===== config.mk =====
export PLATFORM = sky130hd
export DESIGN_NAME = multicycle_alu_flat
export DESIGN_NICKNAME = d
export VERILOG_FILES = /design/src/rtl/multicycle_alu_if.sv /design/src/rtl/multicycle_alu.sv /design/src/flat_wrapper.sv
export SDC_FILE = /design/constraint.sdc
export NUM_CORES = 1
export LEC_CHECK = 0
export BUFFER_PORTS_ARGS = -buffer_cell sky130_fd_sc_hd__buf_2
export CORE_ASPECT_RATIO = 1.5
export CORE_MARGIN = 2
export CORE_UTILIZATION = 35
export CTS_BUF_LIST = sky130_fd_sc_hd__clkbuf_8
export DETAILED_ROUTE_END_ITERATION = 6
export PLACE_DENSITY = 0.62
export SLEW_MARGIN = 20
export SYNTH_ARGS = -nofsm -noshare
export SYNTH_HDL_FRONTEND = slang
export SYNTH_SLANG_ARGS = --single-unit

===== constraint.sdc =====
create_clock -name clk -period 11.6 [get_ports clk]
set_input_delay 0.58 -clock clk [delete_from_list [all_inputs] [get_ports clk]]
set_output_delay 0.58 -clock clk [all_outputs]
set_load 0.01 [all_outputs]

===== src/rtl/multicycle_alu_if.sv =====
// Start/done request bundle for the multicycle ALU.
// The requester drives through master; the ALU receives through slave.
interface multicycle_alu_if #(
  parameter int WIDTH = 32
);
  logic             start;
  logic [3:0]       ALUCtrl;
  logic [WIDTH-1:0] inputA;
  logic [WIDTH-1:0] inputB;
  logic             busy;
  logic             done;
  logic [WIDTH-1:0] ALUResult;
  logic [WIDTH-1:0] resultHi;
  logic             zero;
  logic             overflow;
  logic             divZero;

  modport master (
    output start, ALUCtrl, inputA, inputB,
    input  busy, done, ALUResult, resultHi,
    input  zero, overflow, divZero
  );

  modport slave (
    input  start, ALUCtrl, inputA, inputB,
    output busy, done, ALUResult, resultHi,
    output zero, overflow, divZero
  );
endinterface


===== src/rtl/multicycle_alu.sv =====
// EX-stage ALU: single-cycle logic/arith ops plus iterative signed mul/div.
// Define MULTICYCLE_ALU_DIV_EN to build the restoring divider (opcode 1001).
module multicycle_alu #(
  parameter  int WIDTH = 32,
  localparam int CNT_W = $clog2(WIDTH) + 1
) (
  input  logic            clk,
  input  logic            rst,
  multicycle_alu_if.slave bus
);
  localparam int W = WIDTH;
  localparam logic [3:0] OP_AND = 4'b0000;
  localparam logic [3:0] OP_OR  = 4'b0001;
  localparam logic [3:0] OP_ADD = 4'b0010;
  localparam logic [3:0] OP_SUB = 4'b0110;
  localparam logic [3:0] OP_SLT = 4'b0111;
  localparam logic [3:0] OP_NOR = 4'b1100;
  localparam logic [3:0] OP_MUL = 4'b1000;
`ifdef MULTICYCLE_ALU_DIV_EN
  localparam logic [3:0] OP_DIV = 4'b1001;
`endif

  typedef enum logic [1:0] {
    S_IDLE,
    S_BUSY,
    S_DONE
  } state_e;

  state_e           state_q, state_d;
  logic [CNT_W-1:0] cnt_q, cnt_d;
  logic [2*W-1:0]   p_q, p_d;
  logic [W-1:0]     m_q, m_d;
  logic             neg_q, neg_d;
  logic [W-1:0]     res_q, res_d;
  logic [W-1:0]     hi_q, hi_d;
  logic             zero_q, zero_d;
  logic             ov_q, ov_d;
  logic             dz_q, dz_d;

  logic           accept, multi, last;
  logic [W-1:0]   a, b, abs_a, abs_b;
  logic [W-1:0]   sum, dif, sc_res;
  logic           sc_ov;
  logic [W:0]     macc;
  logic [2*W-1:0] mstep, pnext, prod;

  assign a      = bus.inputA;
  assign b      = bus.inputB;
  assign abs_a  = a[W-1] ? -a : a;
  assign abs_b  = b[W-1] ? -b : b;
  assign accept = bus.start & (state_q != S_BUSY);
  assign last   = (state_q == S_BUSY) &&
                  (cnt_q == CNT_W'(W - 1));

`ifdef MULTICYCLE_ALU_DIV_EN
  logic           div_q, div_d;
  logic           sa_q, sa_d;
  logic [W-1:0]   rsh, quo, rem, dres, drem;
  logic [W:0]     rdif;
  logic [2*W-1:0] dstep;

  assign multi = (bus.ALUCtrl == OP_MUL) ||
                 (bus.ALUCtrl == OP_DIV);
  // Remainder stays below the divisor, so W bits hold the shifted value.
  assign rsh   = {p_q[2*W-2:W], p_q[W-1]};
  assign rdif  = {1'b0, rsh} - {1'b0, m_q};
  assign dstep = {rdif[W] ? rsh : rdif[W-1:0],
                  p_q[W-2:0], ~rdif[W]};
  assign pnext = div_q ? dstep : mstep;
  assign quo   = pnext[W-1:0];
  assign rem   = pnext[2*W-1:W];
  assign dres  = (m_q == '0) ? '1 :
                 (neg_q ? -quo : quo);
  assign drem  = sa_q ? -rem : rem;
`else
  assign multi = (bus.ALUCtrl == OP_MUL);
  assign pnext = mstep;
`endif

  assign sum   = a + b;
  assign dif   = a - b;
  assign macc  = {1'b0, p_q[2*W-1:W]} +
                 (p_q[0] ? {1'b0, m_q} : '0);
  assign mstep = {macc, p_q[W-1:1]};
  assign prod  = neg_q ? -pnext : pnext;

  always_comb begin
    sc_res = '0;
    sc_ov  = 1'b0;
    unique case (bus.ALUCtrl)
      OP_ADD: begin
        sc_res = sum;
        sc_ov  = (a[W-1] == b[W-1]) &&
                 (sum[W-1] != a[W-1]);
      end
      OP_SUB: begin
        sc_res = dif;
        sc_ov  = (a[W-1] != b[W-1]) &&
                 (dif[W-1] != a[W-1]);
      end
      OP_AND: sc_res = a & b;
      OP_OR:  sc_res = a | b;
      OP_NOR: sc_res = ~(a | b);
      OP_SLT: sc_res = {{(W-1){1'b0}},
                        $signed(a) < $signed(b)};
      default: ;
    endcase
  end

  always_ff @(posedge clk or posedge rst) begin
    if (rst) state_q <= S_IDLE;
    else     state_q <= state_d;
  end

  always_comb begin
    state_d = state_q;
    unique case (state_q)
      S_IDLE:
        if (accept)
          state_d = multi ? S_BUSY : S_DONE;
      S_BUSY:
        if (last) state_d = S_DONE;
      S_DONE:
        state_d = !accept ? S_IDLE :
                  (multi ? S_BUSY : S_DONE);
      default: state_d = S_IDLE;
    endcase
  end

  always_comb begin
    bus.busy = (state_q == S_BUSY);
    bus.done = (state_q == S_DONE);
  end

  always_comb begin
    cnt_d  = cnt_q;
    p_d    = p_q;
    m_d    = m_q;
    neg_d  = neg_q;
    res_d  = res_q;
    hi_d   = hi_q;
    zero_d = zero_q;
    ov_d   = ov_q;
    dz_d   = dz_q;
`ifdef MULTICYCLE_ALU_DIV_EN
    div_d  = div_q;
    sa_d   = sa_q;
`endif
    if (accept) begin
      cnt_d = '0;
      neg_d = a[W-1] ^ b[W-1];
      m_d   = abs_a;
      p_d   = {{W{1'b0}}, abs_b};
`ifdef MULTICYCLE_ALU_DIV_EN
      div_d = (bus.ALUCtrl == OP_DIV);
      sa_d  = a[W-1];
      if (bus.ALUCtrl == OP_DIV) begin
        m_d = abs_b;
        p_d = {{W{1'b0}}, abs_a};
      end
`endif
      if (!multi) begin
        res_d  = sc_res;
        hi_d   = '0;
        zero_d = (sc_res == '0);
        ov_d   = sc_ov;
        dz_d   = 1'b0;
      end
    end else if (state_q == S_BUSY) begin
      cnt_d = cnt_q + 1'b1;
      p_d   = pnext;
      if (last) begin
        res_d = prod[W-1:0];
        hi_d  = prod[2*W-1:W];
        ov_d  = 1'b0;
        dz_d  = 1'b0;
`ifdef MULTICYCLE_ALU_DIV_EN
        if (div_q) begin
          res_d = dres;
          hi_d  = drem;
          dz_d  = (m_q == '0);
        end
`endif
        zero_d = (res_d == '0);
      end
    end
  end

  always_ff @(posedge clk or posedge rst) begin
    if (rst) begin
      cnt_q  <= '0;
      p_q    <= '0;
      m_q    <= '0;
      neg_q  <= 1'b0;
      res_q  <= '0;
      hi_q   <= '0;
      zero_q <= 1'b0;
      ov_q   <= 1'b0;
      dz_q   <= 1'b0;
`ifdef MULTICYCLE_ALU_DIV_EN
      div_q  <= 1'b0;
      sa_q   <= 1'b0;
`endif
    end else begin
      cnt_q  <= cnt_d;
      p_q    <= p_d;
      m_q    <= m_d;
      neg_q  <= neg_d;
      res_q  <= res_d;
      hi_q   <= hi_d;
      zero_q <= zero_d;
      ov_q   <= ov_d;
      dz_q   <= dz_d;
`ifdef MULTICYCLE_ALU_DIV_EN
      div_q  <= div_d;
      sa_q   <= sa_d;
`endif
    end
  end

  assign bus.ALUResult = res_q;
  assign bus.resultHi  = hi_q;
  assign bus.zero      = zero_q;
  assign bus.overflow  = ov_q;
  assign bus.divZero   = dz_q;
endmodule


===== src/flat_wrapper.sv =====
// flat-port wrapper written by rule: the top's interface ports become plain ports
module multicycle_alu_flat 
#(
  parameter  int WIDTH = 32,
  localparam int CNT_W = $clog2(WIDTH) + 1
)
  (clk, rst, bus_start, bus_ALUCtrl, bus_inputA, bus_inputB, bus_busy, bus_done, bus_ALUResult, bus_resultHi, bus_zero, bus_overflow, bus_divZero);
  multicycle_alu_if #(.WIDTH(WIDTH)) bus_i ();
  input  logic clk;
  input  logic rst;
  input wire logic [$bits(bus_i.start)-1:0] bus_start;
  input wire logic [$bits(bus_i.ALUCtrl)-1:0] bus_ALUCtrl;
  input wire logic [$bits(bus_i.inputA)-1:0] bus_inputA;
  input wire logic [$bits(bus_i.inputB)-1:0] bus_inputB;
  output wire logic [$bits(bus_i.busy)-1:0] bus_busy;
  output wire logic [$bits(bus_i.done)-1:0] bus_done;
  output wire logic [$bits(bus_i.ALUResult)-1:0] bus_ALUResult;
  output wire logic [$bits(bus_i.resultHi)-1:0] bus_resultHi;
  output wire logic [$bits(bus_i.zero)-1:0] bus_zero;
  output wire logic [$bits(bus_i.overflow)-1:0] bus_overflow;
  output wire logic [$bits(bus_i.divZero)-1:0] bus_divZero;
  assign bus_i.start = bus_start;
  assign bus_i.ALUCtrl = bus_ALUCtrl;
  assign bus_i.inputA = bus_inputA;
  assign bus_i.inputB = bus_inputB;
  assign bus_busy = bus_i.busy;
  assign bus_done = bus_i.done;
  assign bus_ALUResult = bus_i.ALUResult;
  assign bus_resultHi = bus_i.resultHi;
  assign bus_zero = bus_i.zero;
  assign bus_overflow = bus_i.overflow;
  assign bus_divZero = bus_i.divZero;
  multicycle_alu #(.WIDTH(WIDTH)) u_core (.clk(clk), .rst(rst), .bus(bus_i));
endmodule

* Word level (Yosys, flattened, before mapping)
Cells that the tools add are included.
** Storage, ports and cells
- Input bits :: 71
- Logic and storage cells :: 84
- Flip-flop bits (word level) :: 172
- Output and inout port bits :: 69
** Operators by class
- Add/subtract/negate cells :: 7
- Bitwise gates (word level) :: 5
- $lt $le $gt $ge :: 1
- Multiplexer cells :: 33
- Equality and inequality tests :: 17
- Reductions and logical operators :: 11
** Operators with widths (number)
- 32-bit two-way mux :: 11
- 64-bit two-way mux :: 3
- 32-bit one-hot mux with 6 select lines :: 1
- 32-bit logical NOT :: 2
- 32-bit negation :: 2
- 64-bit negation :: 1
- 32-bit by 33-bit adder with 33-bit output :: 1
- 32-bit adder :: 1
- 32-bit AND :: 1
- 32-bit less-than comparator :: 1
- 32-bit NOT :: 1
- 32-bit OR :: 1
- 32-bit subtractor :: 1
- 6-bit two-way mux :: 2
- 1-bit two-way mux :: 10
- 4-bit by 3-bit equality test with 1-bit output, second input constant :: 2
- 4-bit equality test, second input constant :: 2
- 2-bit two-way mux :: 4
- 6-bit by 1-bit adder with 6-bit output, second input constant :: 1
- 6-bit by 5-bit equality test with 1-bit output, second input constant :: 1
- 2-bit by 1-bit inequality test with 1-bit output, second input constant :: 3
- 2-bit one-hot mux with 3 select lines :: 1
- 4-bit by 1-bit equality test with 1-bit output, second input constant :: 1
- 4-bit by 2-bit equality test with 1-bit output, second input constant :: 1
- other kinds (14) :: 19

* Longest topological paths before layout
- Word-level depth :: 8
- Depth in mapped cells :: 17
- Gate-level depth less buffers :: 16

* Worst setup path after synthesis
OpenSTA, ideal clock, no wires.
- Kind :: register -> register
- Start point :: reg u_core.p_q[0]
- End point :: reg u_core.hi_q[30], in the netlist u_core.bus.resultHi[30]
- Data required time :: 11.471 ns
- Data arrival time :: 4.299 ns
- Buffers on the path :: 1
- Cell stages (with the launch flop) :: 18
- Slack :: 7.172 ns
- Period minus slack after synthesis :: 4.428 ns
- Library setup time :: 0.129 ns
- Cell sequence :: dfrtp_1 > clkbuf_1 > and2_1 > ha_1 > inv_1 > fa_1 > nor2b_1 > o31a_1 > o311a_1 > a41o_1 > mux2i_1 > a211o_1 > or3b_2 > or4b_4 > or3_4 > o31ai_4 > xnor2_1 > o21ai_1
** Between the ends
- Cells in the longest elaborated chain, start to end :: 7
** Ends and longest elaborated chain
- start, declared :: RTL line multicycle_alu.sv:31 : logic [2*W-1:0] p_q, p_d;
- start signal, assigned :: RTL line multicycle_alu.sv:206 : p_q <= p_d;
- 32-bit two-way mux * :: RTL line multicycle_alu.sv:83 : (p_q[0] ? {1'b0, m_q} : '0);
- 32-bit by 33-bit adder with 33-bit output * :: RTL line multicycle_alu.sv:82 : assign macc = {1'b0, p_q[2*W-1:W]} +
- 64-bit negation :: RTL line multicycle_alu.sv:85 : assign prod = neg_q ? -pnext : pnext;
- 64-bit two-way mux * :: RTL line multicycle_alu.sv:85
- 32-bit two-way mux * :: RTL line multicycle_alu.sv:172 : if (last) begin
- 32-bit two-way mux * :: RTL line multicycle_alu.sv:169 : end else if (state_q == S_BUSY) begin
- 32-bit two-way mux * :: RTL line multicycle_alu.sv:149 : if (accept) begin
- end signal, assigned :: RTL line multicycle_alu.sv:210 : hi_q <= hi_d;
- end, declared :: RTL line multicycle_alu.sv:35 : logic [W-1:0] hi_q, hi_d;
Mark *: on every way between the ends. The rest lies on a longest branch, timed or not. The select of a mux whose other input is x is not followed.
A chain may end at the register's enable or synchronous reset.

* Worst setup path in the final report
- Start point :: reg u_core.p_q[0]
- End point :: reg u_core.hi_q[31], in the netlist u_core.bus.resultHi[31]
Same word-level chain as after synthesis.

==> metrics.csv <==
metric,value,unit
required,12000,ps
area_delta_synth_final,9.26,%
synth_ff_type,dfrtp_1,
routed_wirelength,66800,um
grt_antenna_before_repair,5,
ctsResizeCount,0,
p_int,1.09,mW
combinationalPowerShare,37.5,%
wl_per_cell,22.8,um
ys_seq_elements,171,
ant_nets,0,
cap_violations,0,
p_leak,8.19,nW
synth_area_leader_cell,dfrtp_1,
pwr-share-seq,38.7,%
track_usage,26.1,%
gp_congestion,0.994,
synth_edf_count,0,
fmax,172,MHz
power.density,99.4,nW/um2
netlist_instances,2220,
hold_class,input port to async pin,
ff2ff_path_depth,13,
vias,17467,
insertion_delay,510,ps
clkPwrFrac,23.8,%
htree_levels,4,
chipHeight,274,um
post-cts-setup-buffers,0,
min_period_over_period,50.2,%
fin_tns_setup,0,ps
grt-ovfl-total,0,
cts_root_buffer,clkbuf_8,
wl_met2,33300,um
via_per_inst,5.97,
p_sw_share,41.2,%
first_pass_iters,6,
grt_pass1_wl,101000,um
wl_met1,25800,um
hold_buffers,0,
met3WireLength,3300,um
start_util,35.2,%
crit_type,register to register,
skew,15.8,ps
finalWorstPathRequiredPeriod,5820,ps
io_buffers,138,
synth_area_leaders,"dfrtp_1 25%, ha_1 10%, o21ai_0 7.9%",
crit_arrival,6220,ps
final_common_cell,nand2_1,
synth_top_area_share,25.1,%
yosysWarnings,0,
core.rowCount,99,
syn_avg_cell_area,7.69,um2
syn_nets,2433,
cts_buffers,17,
coreArea,48400,um2
slew_headroom,25.2,%
die-area,50600,um2
switchingPower,0.762,mW
clkSlewWorstSetupHoldPaths,100,ps
syn_area,17100,um2
ir_worst_vdd,0.0000751,V
grt_start_max_net_pins,96,
seq_area_frac_synth,25.1,%
finalSetupViolCount,0,
drive_above_1_share,10.3,%
pin_count,140,
drc,0,
post-place-ws,5640,ps
grt_pass1_vias,16883,
synth_cell_type_count,88,
cts_sinks,171,
nNetsFinal,2471,
tritoncts,yes,
die-width,184,um
fillers,5068,
timing.final.ws_setup,5780,ps
cp_max_fo,33,
final_cell_mix,"292 x nand2_1, 268 x o21ai_0, 170 x dfrtp_1",
rsz0062_at_grt,no,
top_layer_used,met4,
end_kind,register,
async_flop_share,100,%
slew_viol_final,0,
dp_hpwl,51900,um
tightestPinTransition,1090,ps
clk_path_buf_depth,2,
final-hold-violation-count,0,
first_iter_violations,1703,
status,finished clean,
cp-start-kind,register,
[cells in the mapped netlist, types with 19 or more instances]
cell        n
dfrtp_1   171
xor2_1     51
nor3_1     29
xnor2_1   100
nor4_1     19
ha_1      139
a21o_1     23
a21oi_1   118
nor2_1    135
o21ai_0   268
o41ai_1    21
o221ai_1   20
nand2_1   294
and2_1     39
o31ai_1    48
inv_1     118
nand3b_1   37
nand3_1    52
nand4_1    26
or3_1      23
clkbuf_1  123
a221o_1    28
o211ai_1   22
[flip-flops by register name, indices dropped and copies added, names as in the netlist]
signal                cells
u_core.p_q               64
u_core.bus.ALUResult     32
u_core.bus.resultHi      32
u_core.m_q               32
u_core.cnt_q              6
u_core.state_q            2
u_core.bus.overflow       1
u_core.bus.zero           1
u_core.neg_q              1
[power by group through the flow]
stage	Clock (mW)	Sequential, mW	Combinational (mW)
final	0.441	0.717	0.695
after global routing	0.472	0.723	0.756
after CTS	0.449	0.716	0.683
after detailed placement	0	0.726	0.680
after global placement	0	0.725	0.676
after floorplan	0	0.700	0.470
[through the flow]
step	instances	utilization [%]	power, mW	instance area, um2	hold slack, ps
floorplan	2220	-	1.17	17100	442
global placement	2894	37.6	1.40	18200	456
detailed placement	2894	37.6	1.41	18200	463
CTS	2924	38.4	1.85	18600	275
global route	2928	38.5	1.95	18600	311
finish	2928	38.5	1.85	18600	224
[metal layers]
metal,up-vias,global-route usage [%]
met5,-,0
met1,8372,29.6
met4,0,15.4
met2,766,46.7
met3,198,2.95
li1,8131,-
[final timing paths]
path / from / endpoint / slack, ps
hold / removal: rst / u_core.p_q[38] / 220
min in group clk: bus_inputA[30] / u_core.m_q[31] / 450
setup reg to reg: u_core.p_q[0] / u_core.bus.resultHi[31] / 5780
setup / recovery: u_core.p_q[0] / u_core.bus.resultHi[31] / 5780
hold reg to reg: u_core.m_q[22] / u_core.m_q[22] / 480
max in group asynchronous: rst / u_core.cnt_q[3] / 10190
[cells by family (layout without fill, tap and decap cells)]
kind of cell | count (synthesis) | count (layout) | synth area share [%]
adder cells (fa/ha/maj) | 142 | 142 | 10.5
flip-flops | 171 | 171 | 25.1
multiplexers | 13 | 13 | 0.843
XOR/XNOR | 151 | 151 | 7.75
AO/OA/AOI/OAI | 726 | 726 | 27.8
buffers and inverters | 259 | 308 | 5.82
AND/OR/NAND/NOR | 757 | 757 | 22.1
other | 1 | 4 | 0.0220
[worst max-delay path: stages, from the launching register on]
cell and delay, ps:
dfrtp_1 920, and2_1 240, ha_1 320, nor4_1 850, nand3_1 260, a211o_1 370, nor4b_2 370, nand4_1 260
or4b_4 580, o41ai_1 800, and2_1 300, a21boi_2 190, xnor2_1 70, a22o_1 190
[area by class of cell]
cell class	count	area, um2	share of cell area, %
flip-flops and latches	171	4280	23.0
diodes	3	7.51	0.0403
multi-input cells	1790	11800	63.4
well taps	656	821	4.40
clock buffers	18	248	1.33
repair buffers	160	876	4.70
inverters	118	448	2.40
clock inverters	12	139	0.745
Power figures use the tool's default switching activity.
